## src/rtl/mdu_hilo.sv

```systemverilog
// mdu_hilo: iterative multiply/divide unit with architectural HI/LO registers.
// MULT/MULTU use a radix-2 shift-add datapath. DIV/DIVU use a restoring
// shift-subtract datapath. Both run WIDTH iterations, then one FIX cycle.
// MTHI/MTLO write HI/LO directly when the unit is idle.
// Optional build macro MDU_EARLY_OUT_EN: a multiply leaves CALC as soon as
// no multiplier bits remain to be processed.
module mdu_hilo #(
    parameter int WIDTH = 32
) (
    input  logic             clk,
    input  logic             rst,
    input  logic             start,
    input  logic [2:0]       op,
    input  logic [WIDTH-1:0] a,
    input  logic [WIDTH-1:0] b,
    input  logic             cancel,
    output logic             busy,
    output logic             done,
    output logic [WIDTH-1:0] hi,
    output logic [WIDTH-1:0] lo
);

    localparam int CW = (WIDTH > 1) ? $clog2(WIDTH) : 1;

    localparam logic [1:0] S_IDLE = 2'd0;
    localparam logic [1:0] S_CALC = 2'd1;
    localparam logic [1:0] S_FIX  = 2'd2;

    localparam logic [2:0] OP_MULT  = 3'b000;
    localparam logic [2:0] OP_MULTU = 3'b001;
    localparam logic [2:0] OP_DIV   = 3'b010;
    localparam logic [2:0] OP_DIVU  = 3'b011;
    localparam logic [2:0] OP_MTHI  = 3'b100;
    localparam logic [2:0] OP_MTLO  = 3'b101;

    logic [1:0]         state_q, state_d;
    logic [CW-1:0]      cnt_q, cnt_d;
    // Multiply: running product. Divide: {remainder, dividend/quotient}.
    logic [2*WIDTH-1:0] acc_q, acc_d;
    // Multiply: multiplicand shifted left each step. Divide: divisor in low half.
    logic [2*WIDTH-1:0] mcand_q, mcand_d;
    // Multiply: multiplier bits not yet consumed (shifted right each step).
    logic [WIDTH-1:0]   mplr_q, mplr_d;
    logic               is_div_q, is_div_d;
    logic               neg_q_q, neg_q_d;   // negate product / quotient
    logic               neg_r_q, neg_r_d;   // negate remainder
    logic               dz_q, dz_d;         // divide by zero
    logic [WIDTH-1:0]   hi_q, hi_d;
    logic [WIDTH-1:0]   lo_q, lo_d;
    logic               done_q, done_d;

    // Operand magnitudes: signed ops (op[0]=0) take the absolute value.
    logic               signed_op;
    logic [WIDTH-1:0]   mag_a, mag_b;
    logic               signs_differ;
    assign signed_op    = ~op[0];
    assign mag_a        = (signed_op && a[WIDTH-1]) ? -a : a;
    assign mag_b        = (signed_op && b[WIDTH-1]) ? -b : b;
    assign signs_differ = a[WIDTH-1] ^ b[WIDTH-1];

    // One restoring-division step: shift remainder left, trial subtract.
    logic [WIDTH:0]     rem_sh, trial;
    assign rem_sh = {acc_q[2*WIDTH-1:WIDTH], acc_q[WIDTH-1]};
    assign trial  = rem_sh - {1'b0, mcand_q[WIDTH-1:0]};

    // Sign-corrected results applied in FIX.
    logic [2*WIDTH-1:0] prod_fix;
    logic [WIDTH-1:0]   quot_fix, rem_fix;
    assign prod_fix = neg_q_q ? -acc_q : acc_q;
    assign quot_fix = dz_q ? {WIDTH{1'b1}}
                    : (neg_q_q ? -acc_q[WIDTH-1:0] : acc_q[WIDTH-1:0]);
    assign rem_fix  = neg_r_q ? -acc_q[2*WIDTH-1:WIDTH] : acc_q[2*WIDTH-1:WIDTH];

    // Leave CALC after the final iteration (or early, for a finished multiply).
    logic calc_last;
`ifdef MDU_EARLY_OUT_EN
    assign calc_last = (cnt_q == CW'(WIDTH - 1)) ||
                       (!is_div_q && (mplr_q[WIDTH-1:1] == '0));
`else
    assign calc_last = (cnt_q == CW'(WIDTH - 1));
`endif

    // Next-state logic: op dispatch, per-iteration datapath, result write.
    always_comb begin
        state_d  = state_q;
        cnt_d    = cnt_q;
        acc_d    = acc_q;
        mcand_d  = mcand_q;
        mplr_d   = mplr_q;
        is_div_d = is_div_q;
        neg_q_d  = neg_q_q;
        neg_r_d  = neg_r_q;
        dz_d     = dz_q;
        hi_d     = hi_q;
        lo_d     = lo_q;
        done_d   = 1'b0;

        case (state_q)
            S_IDLE: begin
                if (start) begin
                    case (op)
                        OP_MTHI: hi_d = a;
                        OP_MTLO: lo_d = a;
                        OP_MULT, OP_MULTU: begin
                            acc_d    = '0;
                            mcand_d  = {{WIDTH{1'b0}}, mag_a};
                            mplr_d   = mag_b;
                            is_div_d = 1'b0;
                            neg_q_d  = signed_op & signs_differ;
                            neg_r_d  = 1'b0;
                            dz_d     = 1'b0;
                            cnt_d    = '0;
                            state_d  = S_CALC;
                        end
                        OP_DIV, OP_DIVU: begin
                            acc_d    = {{WIDTH{1'b0}}, mag_a};
                            mcand_d  = {{WIDTH{1'b0}}, mag_b};
                            mplr_d   = '0;
                            is_div_d = 1'b1;
                            neg_q_d  = signed_op & signs_differ;
                            neg_r_d  = signed_op & a[WIDTH-1];
                            dz_d     = (b == '0);
                            cnt_d    = '0;
                            state_d  = S_CALC;
                        end
                        default: ;
                    endcase
                end
            end
            S_CALC: begin
                if (cancel) begin
                    state_d = S_IDLE;
                end else begin
                    if (is_div_q) begin
                        if (!trial[WIDTH]) begin
                            acc_d = {trial[WIDTH-1:0], acc_q[WIDTH-2:0], 1'b1};
                        end else begin
                            acc_d = {rem_sh[WIDTH-1:0], acc_q[WIDTH-2:0], 1'b0};
                        end
                    end else begin
                        if (mplr_q[0]) begin
                            acc_d = acc_q + mcand_q;
                        end
                        mcand_d = mcand_q << 1;
                        mplr_d  = mplr_q >> 1;
                    end
                    cnt_d = cnt_q + CW'(1);
                    if (calc_last) begin
                        state_d = S_FIX;
                    end
                end
            end
            S_FIX: begin
                state_d = S_IDLE;
                if (!cancel) begin
                    if (is_div_q) begin
                        hi_d = rem_fix;
                        lo_d = quot_fix;
                    end else begin
                        hi_d = prod_fix[2*WIDTH-1:WIDTH];
                        lo_d = prod_fix[WIDTH-1:0];
                    end
                    done_d = 1'b1;
                end
            end
            default: state_d = S_IDLE;
        endcase
    end

    // State registers; asynchronous active-low reset clears everything.
    always_ff @(posedge clk or negedge rst) begin
        if (!rst) begin
            state_q  <= S_IDLE;
            cnt_q    <= '0;
            acc_q    <= '0;
            mcand_q  <= '0;
            mplr_q   <= '0;
            is_div_q <= 1'b0;
            neg_q_q  <= 1'b0;
            neg_r_q  <= 1'b0;
            dz_q     <= 1'b0;
            hi_q     <= '0;
            lo_q     <= '0;
            done_q   <= 1'b0;
        end else begin
            state_q  <= state_d;
            cnt_q    <= cnt_d;
            acc_q    <= acc_d;
            mcand_q  <= mcand_d;
            mplr_q   <= mplr_d;
            is_div_q <= is_div_d;
            neg_q_q  <= neg_q_d;
            neg_r_q  <= neg_r_d;
            dz_q     <= dz_d;
            hi_q     <= hi_d;
            lo_q     <= lo_d;
            done_q   <= done_d;
        end
    end

    assign busy = (state_q != S_IDLE);
    assign done = done_q;
    assign hi   = hi_q;
    assign lo   = lo_q;

endmodule

```

## config.mk

```make
export PLATFORM = sky130hd
export DESIGN_NAME = mdu_hilo
export DESIGN_NICKNAME = d
export VERILOG_FILES = /design/src/rtl/mdu_hilo.sv
export SDC_FILE = /design/constraint.sdc
export NUM_CORES = 1
export LEC_CHECK = 0
export CAP_MARGIN = 10
export CORE_AREA = 2 2 185 187
export DETAILED_ROUTE_END_ITERATION = 6
export DIE_AREA = 0 0 187 189
export PLACE_DENSITY = 0.81
export RECOVER_POWER = 25
export SYNTH_ARGS = -nofsm -noshare
export SYNTH_HDL_FRONTEND = slang
export SYNTH_SLANG_ARGS = --single-unit
```

## constraint.sdc

```tcl
create_clock -name clk -period 5.9 [get_ports clk]
set_input_delay 0.885 -clock clk [delete_from_list [all_inputs] [get_ports clk]]
set_output_delay 0.885 -clock clk [all_outputs]
set_load 0.05 [all_outputs]
```

# == Word-level counts from Yosys, hierarchy flattened ==
# Cells that the tools add are included.
# word_totals
output_inout_bits,66
wordCells,109
reg_bits,236
# classes
n_addsub,8
eq_ne,18
bitwise,4
n_mux,47
n_reduce_logical,20
# op_table
op,count
$mux W64,9
$mux W32,16
$pmux W64 S2,4
$pmux W32 S2,4
$neg A32 Y32,4
$add A64 B64 Y64,1
$neg A64 Y64,1
$sub A33 B32 Y33,1
$logic_not A32 Y1,1
$mux W5,3
$reduce_and A4 Y1,3
$ne A2 B2 Y1 const B,5
$pmux W5 S2,1
$reduce_and A5 Y1,2
$reduce_and A3 Y1,3
$mux W2,4
$reduce_bool A2 Y1,4
$eq A3 B2 Y1 const B,2
$eq A3 B3 Y1 const B,2
$ne A3 B3 Y1 const B,2
$pmux W1 S2,3
$add A5 B1 Y5 const B,1
$eq A5 B5 Y1 const B,1
$ne A2 B1 Y1 const B,2
other kinds (14),18

# == Depth between registers and ports, before layout ==
# Gate-level depths: netlist of run 1.
# depth
word_depth,6
depth_mapped,14

# == Least setup slack after synthesis of run 1 ==
# OpenSTA, ideal clock, no wires.
# synth_timing
path_type,flip-flop to flip-flop
startpoint,register acc_q[50]
endpoint,register acc_q[56]
arrival_ns,3.054
period_less_slack_ns,3.180
setup_slack_ns,2.720
path_stages_with_launch,13
setup_time_ns,0.126
n_path_buf,2
cell_sequence,dfrtp_1 ha_1 clkbuf_1 a2111oi_0 o221ai_1 nand2_1 o22ai_1 o32a_1 xnor2_2 buf_4 mux2i_1 nor2_1 a221o_1
# synth_between
elab_chain_len,5
word_cells_on_any_way,7
# synth_lines
element,line_no,source
from (decl),39,"logic [2*WIDTH-1:0] acc_q, acc_d;"
from (signal assigned),175,acc_q <= '0;
from (signal assigned),188,acc_q <= acc_d;
$add A64 B64 Y64 / $sub A33 B32 Y33 (equally long branches),"142, 64",
$mux W64 (on tied branches),"141, 135",
$mux W64 (*),134,if (is_div_q) begin
$mux W64 (*),131,if (cancel) begin
$pmux W64 S2 (*),98,case (state_q)
# Mark *: on every way between the ends. The rest lies on a longest branch, timed or not. The select of a mux whose other input is x is not followed.
# A chain may end at the register's enable or synchronous reset.

# == Worst setup path after layout of run 1 ==
# layout_timing
startpoint,register acc_q[0]
endpoint,register acc_q[54]
# layout_between
elab_chain_len,5
# layout_lines
element,line_no,source
$add A64 B64 Y64,142,acc_d = acc_q + mcand_q;
$mux W64,141,if (mplr_q[0]) begin
$mux W64,134,
$mux W64,131,
$pmux W64 S2,98,
# No other way between the ends. The select of a mux whose other input is x is not followed.

==> impl_metrics.yaml, run 1 <==
run_status:
  outcome: "complete, but fails checks"
  failed_checks: "capacitance limit, slew limit"
global_routing:
  grt_pass1_wl_microns: 115000
  antenna_found_initial: 1
  grt_pass1_vias: 19400
  grt_use_total: 0.417
  grt_max_degree: 105
  grt-ovfl-total: 0
cts:
  post_cts_buffers: 0
  clock_path_buffers: 3
  holdBufCountCts: 0
  htree_levels: 1
  numCtsBuffers: 28
  clkLatencyLatePin_ps: 580
  cts_root_buf: "clkbuf_16"
  ctsResizeCount: 0
  cts_tree: "built"
  path_clk_slew_ps: 70
  clock-sinks: 236
critical_path:
  critPathCaptureType: "flop"
  rrSetupSlack_ps: 1710
  cp.arrival_ps: 4580
  critical_path_class: "reg2reg"
  critPathMaxFanout: 5
  worstPathRequired_ps: 6290
  r2r-start: "acc_q[0]"
  critPathLaunchType: "flop"
  crit_start: "acc_q[0]"
timing:
  fin_crit_ps: 4190
  fin_skew_ps: 20.1
  slew_headroom: -0.810
  setup-tns-final_ps: 0
  rsz0062_at_grt: "no"
  max_freq_mhz: 239
  finalSetupViolCount: 0
  drv_slew: 105
  tightest_slew_ps: 2720
  hold_viol: 0
  fin_crit_sh: 0.710
die:
  ioPinCount: 137
  die_h_microns: 189
  coreArea_sq_um: 33300
  core.rowCount: 67
  die_w_microns: 187
  start_util: 0.596
  die_area_sq_um: 35300
synthesis:
  synth_edf_count: 0
  syn_nets: 2676
  synthFlopType: "dfrtp_1"
  synth_cells: 2502
  syn_area_sq_um: 19800
  yosysUniqueCellTypes: 84
  ys_ff_latch: 236
  ys_seq_area_frac: 0.298
  avgSynthCellArea_sq_um: 7.93
  synth_async_sr_flop_share: 1.00
  ys_warn_count: 0
detailed_routing:
  ant_nets: 0
  routed_wl_microns: 75700
  routed_via_density: 6.92
  drc: 0
  drt_iter0_drc: 2796
  first_pass_iters: 6
  vias: 20800
  wl_per_cell_microns: 25.2
finish:
  layout.nets: 2709
  fillers: 2739
  layout_common_cells: "nor2_1 (255), nand2_1 (240), dfrtp_1 (235)"
  final_common_cell: "nor2_1"
  final_cells: 3004
  fin_util: 0.674
  area_growth_syn_to_layout_pct: 13.1
  antennaDiodeCount: 0
  fin_area_sq_um: 22400
  drive_above_1_share: 0.0532
pwr:
  p_leak_nw: 9.41
  peakVddDrop_uv: 297
  power_density_nw_per_um2: 428
run:
  cap_viol_max_count: 1
placed_design:
  dpl.cell_count: 2952
  gp_congestion: 1.04
  hpwl_microns: 56700
  io_buffers: 136
  place_area_sq_um: 21400
min_path:
  worstHoldPathType: "in2async"
registers in the layout, indices dropped and copies added (netlist names):
register / count
acc_q: 64
mcand_q: 64
hi: 32
lo: 32
mplr_q: 32
cnt_q: 5
state_q: 2
done: 1
dz_q: 1
is_div_q: 1
neg_q_q: 1
neg_r_q: 1
metal layers:
layer,track usage,part of all wire,vias to the layer above,wire length [microns]
li1,-,-,9246,-
met1,0.588,0.41,9912,30900
met2,0.616,0.42,1388,31900
met3,0.0845,0.12,233,8790
met4,0.197,0.054,0,4060
met5,0,0,-,0
critical path, stage by stage, from the launching register on:
cell      delay (ps)
dfrtp_1          430
ha_1             250
fa_1             430
a211oi_1         480
o211ai_1         190
a221oi_1         430
o41ai_1          180
a21oi_1          390
nor3_1           160
a21boi_0         440
o21ai_0          270
xnor2_1          200
o221ai_1         140
through the flow:
stage	total power, mW	worst slack [ps]	hold slack [ps]
5_1_grt	10.1	1530	317
4_1_cts	9.44	1840	301
3_3_place_gp	7.45	1710	459
3_5_place_dp	7.51	1670	469
2_1_floorplan	5.99	2720	449
6_report	9.60	1710	267
report_power, final:
group,internal [mW],total [mW],switching (mW)
clock,1.17,1.93,0.751
combinational,1.85,5.10,3.25
sequential,2.01,2.58,0.566
total,5.03,9.60,4.57
synth_stat cells (15+ instances only):
cell / n / area share
nor2_1: 260 / 0.049
nand2_1: 240 / 0.045
dfrtp_1: 236 / 0.30
a21oi_1: 234 / 0.059
o21ai_0: 222 / 0.056
clkbuf_1: 136 / 0.026
xnor2_1: 113 / 0.050
ha_1: 101 / 0.064
xor2_1: 82 / 0.036
inv_1: 78 / 0.015
a211oi_1: 65 / 0.025
a21o_1: 50 / 0.019
nand3_1: 48 / 0.012
mux2i_1: 40 / 0.020
a221oi_1: 34 / 0.015
nor3_1: 34 / 0.0086
a22o_1: 33 / 0.015
o31ai_1: 32 / 0.012
nand4_1: 31 / 0.0098
o22ai_1: 30 / 0.0095
o21a_1: 26 / 0.0098
a31oi_1: 25 / 0.0079
nor4_1: 25 / 0.0079
nand2b_1: 23 / 0.0073
o21bai_1: 20 / 0.0076
a22oi_1: 19 / 0.0072
nor2b_1: 16 / 0.0050
o211ai_1: 16 / 0.0061
o221ai_1: 16 / 0.0071
o41ai_1: 15 / 0.0066
or3_1: 15 / 0.0047
cell type report:
type | count | area, sq um | area share
Multi-Input combinational cell | 2024 | 13100 | 0.582
Sequential cell | 236 | 5910 | 0.263
Timing Repair Buffer | 167 | 1610 | 0.0719
Clock buffer | 38 | 810 | 0.0361
Tap cell | 448 | 561 | 0.0250
Inverter | 78 | 293 | 0.0130
Clock inverter | 13 | 198 | 0.00881
kinds of logic after synthesis:
kind of cell,synth area share
adder cells (fa/ha/maj),0.0657
AND/OR/NAND/NOR,0.184
XOR/XNOR,0.0869
AO/OA/AOI/OAI,0.296
flip-flops,0.298
multiplexers,0.0225
buffers and inverters,0.0474
worst paths after layout:
kind / endpoint / depth (start not counted)
max in group asynchronous: mcand_q[29] / 2
setup reg to reg: acc_q[54] / 12
min in group clk: lo[9] / 2
setup / recovery: acc_q[54] / 12
hold reg to reg: lo[9] / 2
hold / removal: hi[18] / 1
Note: power is estimated with default switching activity, not from simulation.
==> run 2, diff against run 1 <==
==> constraint.sdc (replaced) <==
create_clock -name clk -period 4 [get_ports clk]
set_input_delay 0.6 -clock clk [delete_from_list [all_inputs] [get_ports clk]]
set_output_delay 0.6 -clock clk [all_outputs]
set_load 0.05 [all_outputs]
==> run 2 against run 1 <==
The flow still finishes with violations (capacitance limit, slew limit); power up 51%; critical path depth grew 2; final area up 3.8%; critical path type unchanged; largest power group unchanged.
==> impl_metrics.yaml, run 2 (synthesis gave the netlist of run 1 again) <==
timing:
  setup-tns-final_ps: 0
  slew_headroom: -0.831
  holdWs_ps: 479
  fin_skew_ps: 39.6
  timing.final.ws_setup_ps: 79.1
  finalSetupViolCount: 0
  tightest_slew_ps: 2750
  fin_crit_ps: 3920
  drv_slew: 101
  hold_viol: 0
  fin_crit_sh: 0.980
  rsz0062_at_grt: "no"
  max_freq_mhz: 255
global_routing:
  grt_pass1_wl_microns: 116000
  antenna_found_initial: 1
  grt-ovfl-total: 0
  grt_max_degree: 102
  grt_use_total: 0.421
  grt_pass1_vias: 19900
finish:
  final_common_cell: "nor2_1"
  top_regs: "acc_q x64, mcand_q x64"
  area_growth_syn_to_layout_pct: 17.4
  antennaDiodeCount: 0
  drive_above_1_share: 0.0940
  fin_util: 0.700
  layout.nets: 2823
  layout_common_cells: "nor2_1 (256), nand2_1 (240), dfrtp_1 (235)"
pwr:
  power_density_nw_per_um2: 621
  clkPwrFrac: 0.187
  p_leak_nw: 9.96
  peakVddDrop_uv: 397
  p_int_mw: 7.64
  combPwrFrac: 0.570
  power_switching_mw: 6.83
  seq_power_share: 0.243
  swShare: 0.472
die:
  die_area_sq_um: 35300
  die_h_microns: 189
  coreArea_sq_um: 33300
  die_w_microns: 187
  start_util: 0.596
  ioPinCount: 137
  core.rowCount: 67
critical_path:
  critical_path.max_stage_delay_ps: 540
  worstPathRequired_ps: 4460
  crit_family: "compound AO/OA/AOI/OAI gates"
  slowest_stage: "nor4_1"
  crit_buf_inv: 2
  critPathMaxFanout: 4
  critical_path_class: "reg2reg"
  crit_chain: "ha_1, fa_1, a211oi_1, buf_4, o211ai_1, a21o_1, o211ai_1, buf_4, a21oi_1, nor4_1, nor4_1, nand2b_1, xnor2_1, a221o_1"
  critPathCaptureType: "flop"
  critPathLaunchType: "flop"
  cp.arrival_ps: 4380
detailed_routing:
  wl_per_cell_microns: 24.3
  routed_wl_microns: 75900
  drt_iter0_drc: 2645
  ant_nets: 0
  drc: 0
  routed_via_density: 6.79
  first_pass_iters: 6
  vias: 21200
run_status:
  failed_checks: "capacitance limit, slew limit"
  outcome: "complete, but fails checks"
placed_design:
  io_buffers: 136
  dpl_worst_slack_ps: 120
  hpwl_microns: 59000
  gp_congestion: 1.06
cts:
  clock_path_buffers: 3
  numCtsBuffers: 28
  cts_tree: "built"
  htree_levels: 1
  clkLatencyLatePin_ps: 610
  cts_root_buf: "clkbuf_16"
  holdBufCountCts: 0
  clock-sinks: 236
  path_clk_slew_ps: 60
run:
  cap_viol_max_count: 1
min_path:
  worstHoldPathType: "reg2reg"
==> run 2: metrics by stage <==
stage	area, sq um	power, mW	cells
2_1_floorplan	19800	8.84	2502
3_3_place_gp	22300	11.3	3064
3_5_place_dp	22300	11.5	3064
4_1_cts	23300	14.2	3116
5_1_grt	23300	15.2	3119
6_report	23300	14.5	3119
==> run 2: tightest hold or removal path: cells and delay by family, from the launching register on <==
kind	cells	cell delay, ps
AO/OA/AOI/OAI	1	60
AND/OR/NAND/NOR	1	50
flip-flops	1	340
==> run 2: layout make-up <==
type	count	area, sq um
clock buffer	38	788
fill	2773	9990
clock inverter	14	185
inverter	78	293
sequential	236	5910
timing repair buffer	281	2490
multi-input combinational	2024	13100
tap	448	561
==> run 2: power groups by stage <==
stage	clock network, mW	logic, mW	registers, mW
2_1_floorplan	0	4.71	4.13
3_3_place_gp	0	7.82	3.50
3_5_place_dp	0	7.96	3.52
4_1_cts	2.72	8.01	3.49
5_1_grt	2.82	8.83	3.57
6_report	2.71	8.24	3.51
==> run 2: what timing repair did <==
action / CTS / global route
gates resized for setup: 0 / 1
setup endpoints to repair: 0 / 6
setup buffers: 0 / 3
==> run 2: final timing paths <==
path | slack (ps) | from | cells past startpoint | endpoint
setup / recovery | 80 | mcand_q[0] | 14 | acc_q[56]
hold / removal | 480 | hi[1] | 2 | hi[1]
hold reg to reg | 480 | hi[1] | 2 | hi[1]
max in group asynchronous | 710 | rst | 2 | lo[8]
min in group asynchronous | 820 | rst | 1 | hi[30]
setup reg to reg | 80 | mcand_q[0] | 14 | acc_q[56]
==> run 2: per-layer routing <==
layer	track usage	share of wire	vias up
met5	0	0.00021	-
met2	0.635	0.42	1422
met3	0.104	0.13	235
met4	0.189	0.052	2
li1	-	-	9498
met1	0.574	0.39	10000
